--- src/rtl/barcode_pkg.sv ---
// Shared types and constants for the barcode sequencer: FSM states, the
// buffered element record and the zero-means-one width handling.
package barcode_pkg;

  localparam int QUIET_W = 8;
  localparam int WIDTH_W = 4;

  // Quiet-zone length of zero skips the zone entirely.
  localparam logic [QUIET_W-1:0] QUIET_NONE = 8'd0;
  localparam logic [QUIET_W-1:0] QUIET_ONE  = 8'd1;

  // A requested width of zero is stretched to a single module.
  localparam logic [WIDTH_W-1:0] WIDTH_ONE = 4'd1;

  typedef enum logic [1:0] {
    ST_IDLE,
    ST_LEAD,
    ST_RUN,
    ST_TRAIL
  } state_t;

  typedef struct packed {
    logic               bar;
    logic [WIDTH_W-1:0] width;
    logic               last;
  } elem_t;

  function automatic logic [WIDTH_W-1:0] eff_width(input logic [WIDTH_W-1:0] w);
    return (w == '0) ? WIDTH_ONE : w;
  endfunction

endpackage

--- src/rtl/barcode_elem_fifo.sv ---
// Element buffer: power-of-two FIFO with wrap-bit pointers, synchronous
// flush, and push accepted while full when a pop happens in the same cycle.
module barcode_elem_fifo
  import barcode_pkg::*;
#(
  parameter int DEPTH = 4
) (
  input  logic  clk,
  input  logic  rst,
  input  logic  flush_i,
  input  logic  push_i,
  input  elem_t din_i,
  input  logic  pop_i,
  output elem_t dout_o,
  output logic  empty_o,
  output logic  full_o
);

  localparam int AW = $clog2(DEPTH);
  localparam logic [AW:0] PTR_ONE = {{AW{1'b0}}, 1'b1};

  elem_t       mem_q [DEPTH];
  logic [AW:0] wr_ptr_q, wr_ptr_d;
  logic [AW:0] rd_ptr_q, rd_ptr_d;
  logic        do_push, do_pop;

  assign empty_o = (wr_ptr_q == rd_ptr_q);
  assign full_o  = (wr_ptr_q[AW] != rd_ptr_q[AW]) &&
                   (wr_ptr_q[AW-1:0] == rd_ptr_q[AW-1:0]);
  assign do_pop  = pop_i & ~empty_o;
  assign do_push = push_i & (~full_o | do_pop);
  assign dout_o  = mem_q[rd_ptr_q[AW-1:0]];

  // Next pointer values; a flush discards everything buffered.
  always_comb begin
    wr_ptr_d = wr_ptr_q;
    rd_ptr_d = rd_ptr_q;
    if (flush_i) begin
      wr_ptr_d = '0;
      rd_ptr_d = '0;
    end else begin
      if (do_push) wr_ptr_d = wr_ptr_q + PTR_ONE;
      if (do_pop)  rd_ptr_d = rd_ptr_q + PTR_ONE;
    end
  end

  // Pointer registers.
  // NOTE: clocked state uses <= so every register samples pre-edge values.
  always_ff @(posedge clk or posedge rst) begin
    if (rst) begin
      wr_ptr_q <= '0;
      rd_ptr_q <= '0;
    end else begin
      wr_ptr_q <= wr_ptr_d;
      rd_ptr_q <= rd_ptr_d;
    end
  end

  // Storage write.
  // NOTE: the array has no reset; the pointers alone say which slots are valid.
  always_ff @(posedge clk) begin
    if (do_push) mem_q[wr_ptr_q[AW-1:0]] <= din_i;
  end

endmodule

--- src/rtl/barcode_seq_ctrl.sv ---
// Barcode LED sequencer: buffers bar/space elements and plays a frame as
// leading quiet zone, elements, trailing quiet zone on a registered PWM line.
module barcode_seq_ctrl
  import barcode_pkg::*;
#(
  parameter int FIFO_DEPTH = 4,
  parameter int PER_W      = 16
) (
  input  logic             clk,
  input  logic             rst,
  input  logic             en,
  input  logic [PER_W-1:0] mod_period,
  input  logic [7:0]       quiet_mods,
  input  logic [3:0]       drive_code,
  input  logic             ir500_mode,
  input  logic             s_valid,
  output logic             s_ready,
  input  logic             s_bar,
  input  logic [3:0]       s_width,
  input  logic             s_last,
  output logic             barcode_pwm,
  output logic [3:0]       cbit_barcode,
  output logic             cbit_ir500,
  output logic             busy,
  output logic             done,
  output logic             underrun
);

  localparam logic [PER_W-1:0] PER_ONE = {{(PER_W-1){1'b0}}, 1'b1};

  state_t               state_q, state_d;
  logic [PER_W-1:0]     per_q, per_d;
  logic [QUIET_W-1:0]   qmods_q, qmods_d;
  logic [PER_W-1:0]     mod_cnt_q, mod_cnt_d;
  logic [WIDTH_W-1:0]   wid_cnt_q, wid_cnt_d;
  logic [QUIET_W-1:0]   qz_cnt_q, qz_cnt_d;
  logic                 last_q, last_d;
  logic                 uflag_q, uflag_d;
  logic                 pwm_q, pwm_d;
  logic [3:0]           cbit_q, cbit_d;
  logic                 ir_q, ir_d;
  logic                 busy_q, busy_d;
  logic                 done_q, done_d;
  logic                 under_q, under_d;
  logic                 alive_q;

  logic                 fifo_push, fifo_pop, fifo_flush;
  logic                 fifo_empty, fifo_full;
  elem_t                in_elem, head;
  logic [PER_W-1:0]     per_sel;
  logic [QUIET_W-1:0]   quiet_sel;
  logic                 next_elem, end_frame;

  assign in_elem   = '{bar: s_bar, width: s_width, last: s_last};
  // alive_q holds s_ready low from reset until the first clock edge.
  assign s_ready   = alive_q & en & ~fifo_full;
  assign fifo_push = s_valid & s_ready;

  barcode_elem_fifo #(.DEPTH(FIFO_DEPTH)) u_fifo (
    .clk     (clk),
    .rst     (rst),
    .flush_i (fifo_flush),
    .push_i  (fifo_push),
    .din_i   (in_elem),
    .pop_i   (fifo_pop),
    .dout_o  (head),
    .empty_o (fifo_empty),
    .full_o  (fifo_full)
  );

  // Next-state, counters and registered-output values for the frame FSM.
  always_comb begin
    // NOTE: every _d gets its hold value first so no path infers a latch.
    state_d    = state_q;
    per_d      = per_q;
    qmods_d    = qmods_q;
    mod_cnt_d  = mod_cnt_q;
    wid_cnt_d  = wid_cnt_q;
    qz_cnt_d   = qz_cnt_q;
    last_d     = last_q;
    uflag_d    = uflag_q;
    pwm_d      = pwm_q;
    cbit_d     = cbit_q;
    ir_d       = ir_q;
    done_d     = 1'b0;
    under_d    = 1'b0;
    fifo_pop   = 1'b0;
    fifo_flush = 1'b0;
    next_elem  = 1'b0;
    end_frame  = 1'b0;
    // In IDLE the frame is launching, so use the live inputs being latched.
    per_sel    = (state_q == ST_IDLE) ? ((mod_period == '0) ? PER_ONE : mod_period) : per_q;
    quiet_sel  = (state_q == ST_IDLE) ? quiet_mods : qmods_q;

    if (state_q != ST_IDLE && !en) begin
      state_d    = ST_IDLE;
      pwm_d      = 1'b0;
      cbit_d     = '0;
      ir_d       = 1'b0;
      fifo_flush = 1'b1;
    end else begin
      unique case (state_q)
        ST_IDLE: begin
          if (en && !fifo_empty) begin
            per_d   = per_sel;
            qmods_d = quiet_mods;
            cbit_d  = drive_code;
            ir_d    = ir500_mode;
            uflag_d = 1'b0;
            last_d  = 1'b0;
            if (quiet_mods == QUIET_NONE) begin
              next_elem = 1'b1;
            end else begin
              state_d   = ST_LEAD;
              pwm_d     = 1'b0;
              mod_cnt_d = per_sel - PER_ONE;
              qz_cnt_d  = quiet_mods - QUIET_ONE;
            end
          end
        end
        ST_LEAD, ST_TRAIL: begin
          if (mod_cnt_q != '0) begin
            mod_cnt_d = mod_cnt_q - PER_ONE;
          end else if (qz_cnt_q != '0) begin
            qz_cnt_d  = qz_cnt_q - QUIET_ONE;
            mod_cnt_d = per_q - PER_ONE;
          end else if (state_q == ST_LEAD) begin
            next_elem = 1'b1;
          end else begin
            state_d = ST_IDLE;
            done_d  = ~uflag_q;
            cbit_d  = '0;
            ir_d    = 1'b0;
          end
        end
        ST_RUN: begin
          if (mod_cnt_q != '0) begin
            mod_cnt_d = mod_cnt_q - PER_ONE;
          end else if (wid_cnt_q != '0) begin
            wid_cnt_d = wid_cnt_q - WIDTH_ONE;
            mod_cnt_d = per_q - PER_ONE;
          end else if (last_q) begin
            end_frame = 1'b1;
          end else begin
            next_elem = 1'b1;
          end
        end
        default: state_d = ST_IDLE;
      endcase
    end

    // Element boundary: start the next element, or starve into the trailer.
    if (next_elem) begin
      if (!fifo_empty) begin
        fifo_pop  = 1'b1;
        state_d   = ST_RUN;
        pwm_d     = head.bar;
        last_d    = head.last;
        wid_cnt_d = eff_width(head.width) - WIDTH_ONE;
        mod_cnt_d = per_sel - PER_ONE;
      end else begin
        under_d   = 1'b1;
        uflag_d   = 1'b1;
        end_frame = 1'b1;
      end
    end

    // Frame body finished: trailing quiet zone, or straight back to IDLE.
    if (end_frame) begin
      pwm_d = 1'b0;
      if (quiet_sel == QUIET_NONE) begin
        state_d = ST_IDLE;
        done_d  = ~uflag_d;
        cbit_d  = '0;
        ir_d    = 1'b0;
      end else begin
        state_d   = ST_TRAIL;
        mod_cnt_d = per_sel - PER_ONE;
        qz_cnt_d  = quiet_sel - QUIET_ONE;
      end
    end

    busy_d = (state_d != ST_IDLE);
  end

  // FSM state, counters and all registered outputs.
  always_ff @(posedge clk or posedge rst) begin
    if (rst) begin
      state_q   <= ST_IDLE;
      per_q     <= PER_ONE;
      qmods_q   <= '0;
      mod_cnt_q <= '0;
      wid_cnt_q <= '0;
      qz_cnt_q  <= '0;
      last_q    <= 1'b0;
      uflag_q   <= 1'b0;
      pwm_q     <= 1'b0;
      cbit_q    <= '0;
      ir_q      <= 1'b0;
      busy_q    <= 1'b0;
      done_q    <= 1'b0;
      under_q   <= 1'b0;
      alive_q   <= 1'b0;
    end else begin
      state_q   <= state_d;
      per_q     <= per_d;
      qmods_q   <= qmods_d;
      mod_cnt_q <= mod_cnt_d;
      wid_cnt_q <= wid_cnt_d;
      qz_cnt_q  <= qz_cnt_d;
      last_q    <= last_d;
      uflag_q   <= uflag_d;
      pwm_q     <= pwm_d;
      cbit_q    <= cbit_d;
      ir_q      <= ir_d;
      busy_q    <= busy_d;
      done_q    <= done_d;
      under_q   <= under_d;
      alive_q   <= 1'b1;
    end
  end

  assign barcode_pwm  = pwm_q;
  assign cbit_barcode = cbit_q;
  assign cbit_ir500   = ir_q;
  assign busy         = busy_q;
  assign done         = done_q;
  assign underrun     = under_q;

endmodule
--- config.mk ---
export PLATFORM = sky130hd
export DESIGN_NAME = barcode_seq_ctrl
export DESIGN_NICKNAME = d
export VERILOG_FILES = /design/src/rtl/barcode_pkg.sv /design/src/rtl/barcode_elem_fifo.sv /design/src/rtl/barcode_seq_ctrl.sv
export SDC_FILE = /design/constraint.sdc
export NUM_CORES = 1
export LEC_CHECK = 0
export ABC_AREA = 0
export ABC_CLOCK_PERIOD_IN_PS = 3120
export CORE_MARGIN = 3
export CORE_UTILIZATION = 33
export DETAILED_ROUTE_END_ITERATION = 7
export PLACE_DENSITY = 0.59
export SLEW_MARGIN = 20
export SYNTH_ARGS = -nofsm -noshare
export SYNTH_HDL_FRONTEND = slang
export SYNTH_HIERARCHICAL = 1
export SYNTH_SLANG_ARGS = --single-unit
--- constraint.sdc ---
create_clock -name clk -period 3.12 [get_ports clk]
set_input_delay 0.624 -clock clk [delete_from_list [all_inputs] [get_ports clk]]
set_output_delay 0.624 -clock clk [all_outputs]
set_load 0.01 [all_outputs]
==> parameters.txt, run 1 <==
Parameter                              Value

Run status
  Outcome    completed

STA
  Worst Clk Skew    0.0136 ns
  Total count of hold-check failures in the final report    0
  Slew at the pin closest to its max-slew limit    around 0.86 ns
  Max Fclk    between 300 and 400 MHz
  Fin Setup TNS    0 ns
  Final-report setup violation count    0
  Final period demand of the worst path    3.03 ns
  Portion of the clock cycle consumed by the worst path in the final layout    0.970
  RSZ-0062 raised after global routing    true
  Final count of pins violating max slew    0
  Worst setup slack after layout    between 0.09 and 0.1 ns
  Slew Limit Headroom    0.423

Yosys
  Number of flip-flops and latches in the synthesized netlist    96
  Most used flip-flop cell after synthesis    sky130_fd_sc_hd__dfrtp_1
  Count of flip-flops with a built-in enable after synthesis    24
  Post-Syn Area    between 7000 and 8000 um2
  Share of synthesized area occupied by flip-flops and latches    0.359
  Net count after synthesis    around 870
  Synthesized area per cell    ~8.6 um2
  Async set or reset register ratio after synthesis    0.750
  Synth warnings    6
  Number of distinct library cell variants in the gate-level netlist after synthesis    86
  Synth Instances    slightly above 800

Clock tree
  TritonCTS clock tree    done
  Num Clock Sinks    between 90 and 100
  Clock-pin slew reported for the worst setup and hold paths after clock tree synthesis    0.08 ns
  Total CTS buffers    9
  Htree depth    3
  CTS Buffer Depth    2
  Clock root buffer master    sky130_fd_sc_hd__clkbuf_16
  Worst-skew pair later-pin latency    0.36 ns

Layout
  Proportion of layout cells with a drive suffix above 1    0.194
  Leading cell types in the layout, fill and taps excluded    sky130_fd_sc_hd__nand2_1 (120), sky130_fd_sc_hd__buf_4 (103), sky130_fd_sc_hd__dfrtp_1 (71)
  Number of inserted filler cells in the final layout    slightly above 2000
  Final net count    a little under 1000
  Number of antenna diodes    0
  Final design instance area without fill    8870 um2
  Most common cell after layout, fill and taps aside    sky130_fd_sc_hd__nand2_1
  Layout-stage area growth over the synthesis result    26.2%

Pwr
  Tot Pwr    between 0.006 and 0.007 W
  Sequential fraction of design power    0.301
  Portion of total power attributed to combinational logic    0.533
  IR drop worst, VDD    between 0.4 and 0.5 mV
  Switching share of power    0.445
  Fraction of power consumed by the clock network    0.166
  Power per cell area    788 nW/um2
  Switching power    around 0.0031 W
  Internal power    roughly 0.0039 W
  Static leakage    3.58 nW

Drt
  Iter 0 DRT Violations    around 460
  Total wire length    roughly 23000 um
  Wirelength per Cell    18.7 um
  DRC violation count after routing    0
  Final antenna-violating net count    0
  First drt pass iteration count    5
  Number of vias in the routed layout    just under 7000
  Number of vias per cell after detailed routing    5.65

Place
  Placement Cell Area    between 8000 and 9000 um2
  HPWL after DPL    about 17000 um
  Worst setup slack before clock tree synthesis    -0.0634 ns
  Final weighted congestion in routability-driven placement    just over 0.9
  Port-buffer cells    48

Setup path
  CP max stage cell    sky130_fd_sc_hd__or4_4
  Element type at the critical path start    register
  Maximum fanout encountered on the critical timing path    4
  Start-to-end type of the worst setup path    reg2reg
  Capturing element type of the critical path    register
  Data required time at the worst endpoint    3.37 ns
  Maximum cell stage delay along the critical path    around 0.52 ns
  Series of cell instances along the critical path    inv_2 > ha_4 > or4b_4 > or4_4 > a2111oi_4 > a21oi_2 > nor2_4 > inv_4 > a41oi_4 > buf_4 > mux2_4
  Data arrival time of the worst path    around 3.3 ns

Min path
  Hold WC Path Type    reg2reg

GRT
  Vias in the first global route    between 6000 and 7000
  Global route overflow    0
  Wire length of the first global-routing pass    35800 um
  Largest net degree at the start of global routing    31
  Antenna violations before repair    0
  Overall routing resource usage    0.190

Floorplanning
  Effective utilization at floorplan    0.342
  Number of rows created at floorplan    between 50 and 60
  Chip width    around 150 um
  Core footprint    just over 20000 um2
  Chip height    152 um
  I/O pin count    49
  Die area    ~23000 um2

Run
  Number of violations of the max-capacitance limit    0
-- final cells by class --
class / instances / area, um2 / share of cell area
Tap cell: 270 / 338 / 0.0381
Clock buffer: 9 / 225 / 0.0254
Sequential cell: 96 / 2520 / 0.284
Clock inverter: 7 / 85.1 / 0.00959
Inverter: 28 / 108 / 0.0121
Timing Repair Buffer: 156 / 1350 / 0.152
Multi-Input combinational cell: 644 / 4250 / 0.479
-- stage by stage --
stage / instances / hold slack (ns) / util
2_1_floorplan: 822 / 0.399 / -
3_3_place_gp: 1191 / 0.425 / 0.413
3_5_place_dp: 1191 / 0.418 / 0.413
4_1_cts: 1207 / 0.430 / 0.428
5_1_grt: 1210 / 0.457 / 0.432
6_report: 1210 / 0.426 / 0.432
-- sequential cells by signal (all words and copies together), names as in the netlist, 2 cells and up --
signal and cells:
cbit_barcode 4, mod_cnt_q 16, per_q 16, qmods_q 8, qz_cnt_q 8, state_q 2
u_fifo/mem_q 24, u_fifo/rd_ptr_q 3, u_fifo/wr_ptr_q 3, wid_cnt_q 4
-- synth_stat cells (all sizes together), types with 4 or more instances --
cell type	number	area (um2)
dfrtp	71	1780
or2	4	27.5
nand2	120	450
nand3	11	55.1
nand2b	8	50.1
xor2	12	113
o211ai	6	45.0
a22oi	10	80.1
clkbuf	39	156
a32oi	4	35.0
xnor2	29	269
or4	19	150
nor4	17	106
and2	7	43.8
nand4	10	62.6
nor3b	4	35.0
mux2	6	71.3
and3	4	25.0
a211oi	4	30.0
o31ai	11	96.3
inv	28	105
nor3	33	165
o21bai	4	30.0
a21oi	55	294
nor2b	6	37.5
mux4	6	135
nor2	71	277
a22o	4	35.0
ha	12	150
edfxtp	24	721
buf	15	111
mux2i	23	230
or3	7	43.8
a31oi	17	106
o21ai	47	235
o22ai	15	93.8
a221oi	7	61.3
-- cells by family (layout without fill, tap and decap cells) --
family / after synthesis / after routing / synth area share
buffers and inverters: 82 / 200 / 0.0530
adders and majority gates: 12 / 12 / 0.0214
xor gates and xnor gates: 41 / 41 / 0.0543
AOI/OAI and AO/OA: 221 / 221 / 0.214
and+or+nand+nor: 334 / 334 / 0.235
muxes: 35 / 35 / 0.0621
DFF: 96 / 96 / 0.359
other: 1 / 1 / 0.000533
-- metal layers --
metal / GRT usage / share of wire
met4: 0.0616 / 0.026
met1: 0.260 / 0.45
met3: 0.0282 / 0.050
met2: 0.311 / 0.47
met5: 0 / 0
-- final timing paths --
kind | start | to | slack (ns) | cells after the start
worst max-delay path | qz_cnt_q[1] | u_fifo/wr_ptr_q[0] | 0.09 | 11
worst min-delay path | uflag_q | done | 0.43 | 1
worst max register to register | qz_cnt_q[1] | u_fifo/wr_ptr_q[0] | 0.09 | 11
worst min register to register | uflag_q | done | 0.43 | 1
max in group asynchronous | rst | per_q[10] | 1.71 | 3
min in group asynchronous | rst | u_fifo/wr_ptr_q[2] | 0.53 | 2
-- power by group through the flow --
stage,Clock (W),Sequential [W],Combinational (W)
2_1_floorplan,0,0.00201,0.00241
3_3_place_gp,0,0.00211,0.00362
3_5_place_dp,0,0.00211,0.00364
4_1_cts,0.00118,0.00209,0.00365
5_1_grt,0.00123,0.00216,0.00410
6_report,0.00116,0.00210,0.00373
-- worst max-delay path, delay by kind of cell (launching register included) --
kind	cells	cell delay (ns)
AOI/OAI and AO/OA	3	0.64
adders and majority gates	1	0.12
buffers and inverters	3	0.32
DFF	1	0.40
muxes	1	0.28
and+or+nand+nor	3	1.16
-- repair_timing --
action                                 CTS  global route
buffers inserted                         0             3
hold buffers                             0             0
endpoints found under the hold margin    0             0
setup endpoints to repair               18            34
cloned                                   0             0
resized for setup                        0            10
pin swaps                                4             1
(Power assumes the default switching activity.)
==> run 2: changes to the inputs <==
- HOLD_SLACK_MARGIN: unset -> 0.06
==> results of run 2 <==
Final layout, timing and power as in run 1 (identical DEF).
==> run 3: changes to the inputs <==
- ABC_CLOCK_PERIOD_IN_PS: 3120 -> 3300
- PLACE_DENSITY: 0.59 -> 0.57
- clock period: 3.12 -> 3.3 ns (I/O delays scaled with it)
==> parameters.txt, run 3 (synthesized netlist as in run 1, its figures left out) <==
Parameter                              Value

STA
  Max Fclk    316 MHz (-4.3%)
  Final-report setup violation count    0 (unchanged)
  RSZ-0062 raised after global routing    false
  Final count of pins violating max slew    0 (unchanged)
  Final period demand of the worst path    3.16 ns (+0.137 ns)
  Slew Limit Headroom    0.515 (+0.0917)
  Slew at the pin closest to its max-slew limit    0.724 ns (-0.137 ns)
  Total count of hold-check failures in the final report    0 (unchanged)
  Worst Clk Skew    0.00813 ns (-0.00546 ns)
  Fin Setup TNS    0 ns (unchanged)
  Portion of the clock cycle consumed by the worst path in the final layout    0.959 (-0.0115)
  Min Hold Slack    0.464 ns (+0.0382 ns)

Clock tree
  Clock root buffer master    sky130_fd_sc_hd__clkbuf_16
  Worst-skew pair later-pin latency    0.36 ns (about the same)
  Clock-pin slew reported for the worst setup and hold paths after clock tree synthesis    0.07 ns (about the same)
  TritonCTS clock tree    done
  CTS Buffer Depth    2 (unchanged)
  Postcts setup bufs    0 (unchanged)
  Total CTS buffers    9 (unchanged)
  Htree depth    3 (unchanged)
  Num Clock Sinks    96 (unchanged)

Floorplanning
  Number of rows created at floorplan    52 (unchanged)
  Chip height    152 um (unchanged)
  Die area    23100 um2 (unchanged)
  I/O pin count    49 (unchanged)
  Chip width    152 um (unchanged)
  Core footprint    20600 um2 (unchanged)
  Effective utilization at floorplan    0.342 (unchanged)

Layout
  Layout-stage area growth over the synthesis result    20.8%
  Most common cell after layout, fill and taps aside    sky130_fd_sc_hd__nand2_1
  Final design instance area without fill    8490 um2 (-4.3%)
  Max FFs per register    24 (unchanged)
  Number of antenna diodes    0 (unchanged)
  Final net count    957 (-2.9%)
  Leading cell types in the layout, fill and taps excluded    sky130_fd_sc_hd__nand2_1 (120), sky130_fd_sc_hd__buf_4 (76), sky130_fd_sc_hd__dfrtp_1 (71)
  Proportion of layout cells with a drive suffix above 1    0.153 (-0.0410)
  Number of inserted filler cells in the final layout    2122 (+3.2%)

GRT
  Overall routing resource usage    0.193 (+0.00307)
  Wire length of the first global-routing pass    36200 um (+1.2%)
  Vias in the first global route    6569 (+0.88%)
  Largest net degree at the start of global routing    67 (+120%)
  Global route overflow    0 (unchanged)
  Antenna violations before repair    0 (unchanged)

Setup path
  Start-to-end type of the worst setup path    reg2reg
  Total stage count of the critical path    11 (unchanged)
  Maximum fanout encountered on the critical timing path    13 (+9)
  Capturing element type of the critical path    register
  CP max stage cell    sky130_fd_sc_hd__or4_4
  Buf+Inv Stages, Crit Path    3 (unchanged)
  Element type at the critical path start    register
  Count of cells along the worst register-to-register path    11 (unchanged)
  Maximum cell stage delay along the critical path    0.62 ns (+0.10 ns)
  Data arrival time of the worst path    3.44 ns (+0.16 ns)
  Cell family with most CP delay    simple AND/OR/NAND/NOR gates
  Data required time at the worst endpoint    3.58 ns (+0.21 ns)
  Series of cell instances along the critical path    inv_1 > ha_1 > or3b_2 > or4_4 > buf_4 > nor2_2 > buf_6 > o211ai_1 > a22oi_1 > o21ai_0 > a32oi_1

Place
  Placement Cell Area    8220 um2 (-3.2%)
  Port-buffer cells    48 (unchanged)
  Final weighted congestion in routability-driven placement    0.935 (+1.2%)
  HPWL after DPL    16700 um (-2.4%)

Run
  Number of violations of the max-capacitance limit    0 (unchanged)

Min path
  Cells on Worst Hold Path    1 (unchanged)
  Hold WC Path Type    reg2reg

Pwr
  Static leakage    3.39 nW (-5.3%)
  Power per cell area    740 nW/um2 (-6.2%)
  IR drop worst, VDD    0.414 mV (+2.0%)

Run status
  Outcome    completed

Drt
  Wirelength per Cell    19.3 um (+2.8%)
  Total wire length    22800 um (+0.30%)
  Number of vias per cell after detailed routing    5.69 (+0.75%)
  Final antenna-violating net count    0 (unchanged)
  Number of vias in the routed layout    6717 (-1.7%)
  First drt pass iteration count    5 (unchanged)
  Iter 0 DRT Violations    661 (+44%)
  DRC violation count after routing    0 (unchanged)
==> run 3: final timing paths <==
kind	from	slack [ns]	to
worst max-delay path	mod_cnt_q[0]	0.14	mod_cnt_q[3]
worst min-delay path	uflag_q	0.46	done
worst max register to register	mod_cnt_q[0]	0.14	mod_cnt_q[3]
worst min register to register	uflag_q	0.46	done
max in group asynchronous	rst	2.20	per_q[0]
min in group asynchronous	rst	0.59	u_fifo/wr_ptr_q[2]
==> run 3: what timing repair did <==
item	CTS	global route
hold buffers	0	0
resized for setup	0	2
endpoints found under the setup margin	0	22
==> run 3: final cells by class <==
| cell class | instances | area (um2) | share of cell area |
|---|---|---|---|
| timing repair buffer | 127 | 1100 | 0.130 |
| multi-input combinational | 644 | 4170 | 0.491 |
| clock buffer | 11 | 233 | 0.0274 |
| sequential | 96 | 2520 | 0.297 |
| clock inverter | 5 | 25.0 | 0.00295 |
| inverter | 28 | 105 | 0.0124 |
| tap | 270 | 338 | 0.0398 |
==> run 3: worst reg2reg max path, stage by stage, from the launching register on <==
cell and delay [ns]:
sky130_fd_sc_hd__dfrtp_1 0.39, sky130_fd_sc_hd__inv_1 0.10, sky130_fd_sc_hd__ha_1 0.20, sky130_fd_sc_hd__or3b_2 0.48, sky130_fd_sc_hd__or4_4 0.62, sky130_fd_sc_hd__buf_4 0.21
sky130_fd_sc_hd__nor2_2 0.21, sky130_fd_sc_hd__buf_6 0.20, sky130_fd_sc_hd__o211ai_1 0.14, sky130_fd_sc_hd__a22oi_1 0.24, sky130_fd_sc_hd__o21ai_0 0.11, sky130_fd_sc_hd__a32oi_1 0.19
==> run 3: layer usage <==
layer,routed length [um],global-route usage
met2,10400,0.305
met3,1170,0.0242
met1,10500,0.269
met5,0,0
met4,648,0.0792
==> run 3: per-stage QoR <==
stage / worst slack [ns] / total power (W) / utilization / instances
finish: 0.137 / 0.00628 / 0.413 / 1181
global route: 0.00755 / 0.00675 / 0.413 / 1181
CTS: 0.0959 / 0.00626 / 0.412 / 1181
detailed placement: 0.0385 / 0.00526 / 0.400 / 1165
global placement: 0.0860 / 0.00523 / 0.400 / 1165
floorplan: 0.0193 / 0.00414 / - / 822
==> run 3: report_power, final <==
group	switching [W]	internal (W)	leakage, nW
combinational	0.00187	0.00139	2.15
sequential	0.000465	0.00158	1.11
clock	0.000471	0.000505	0.124
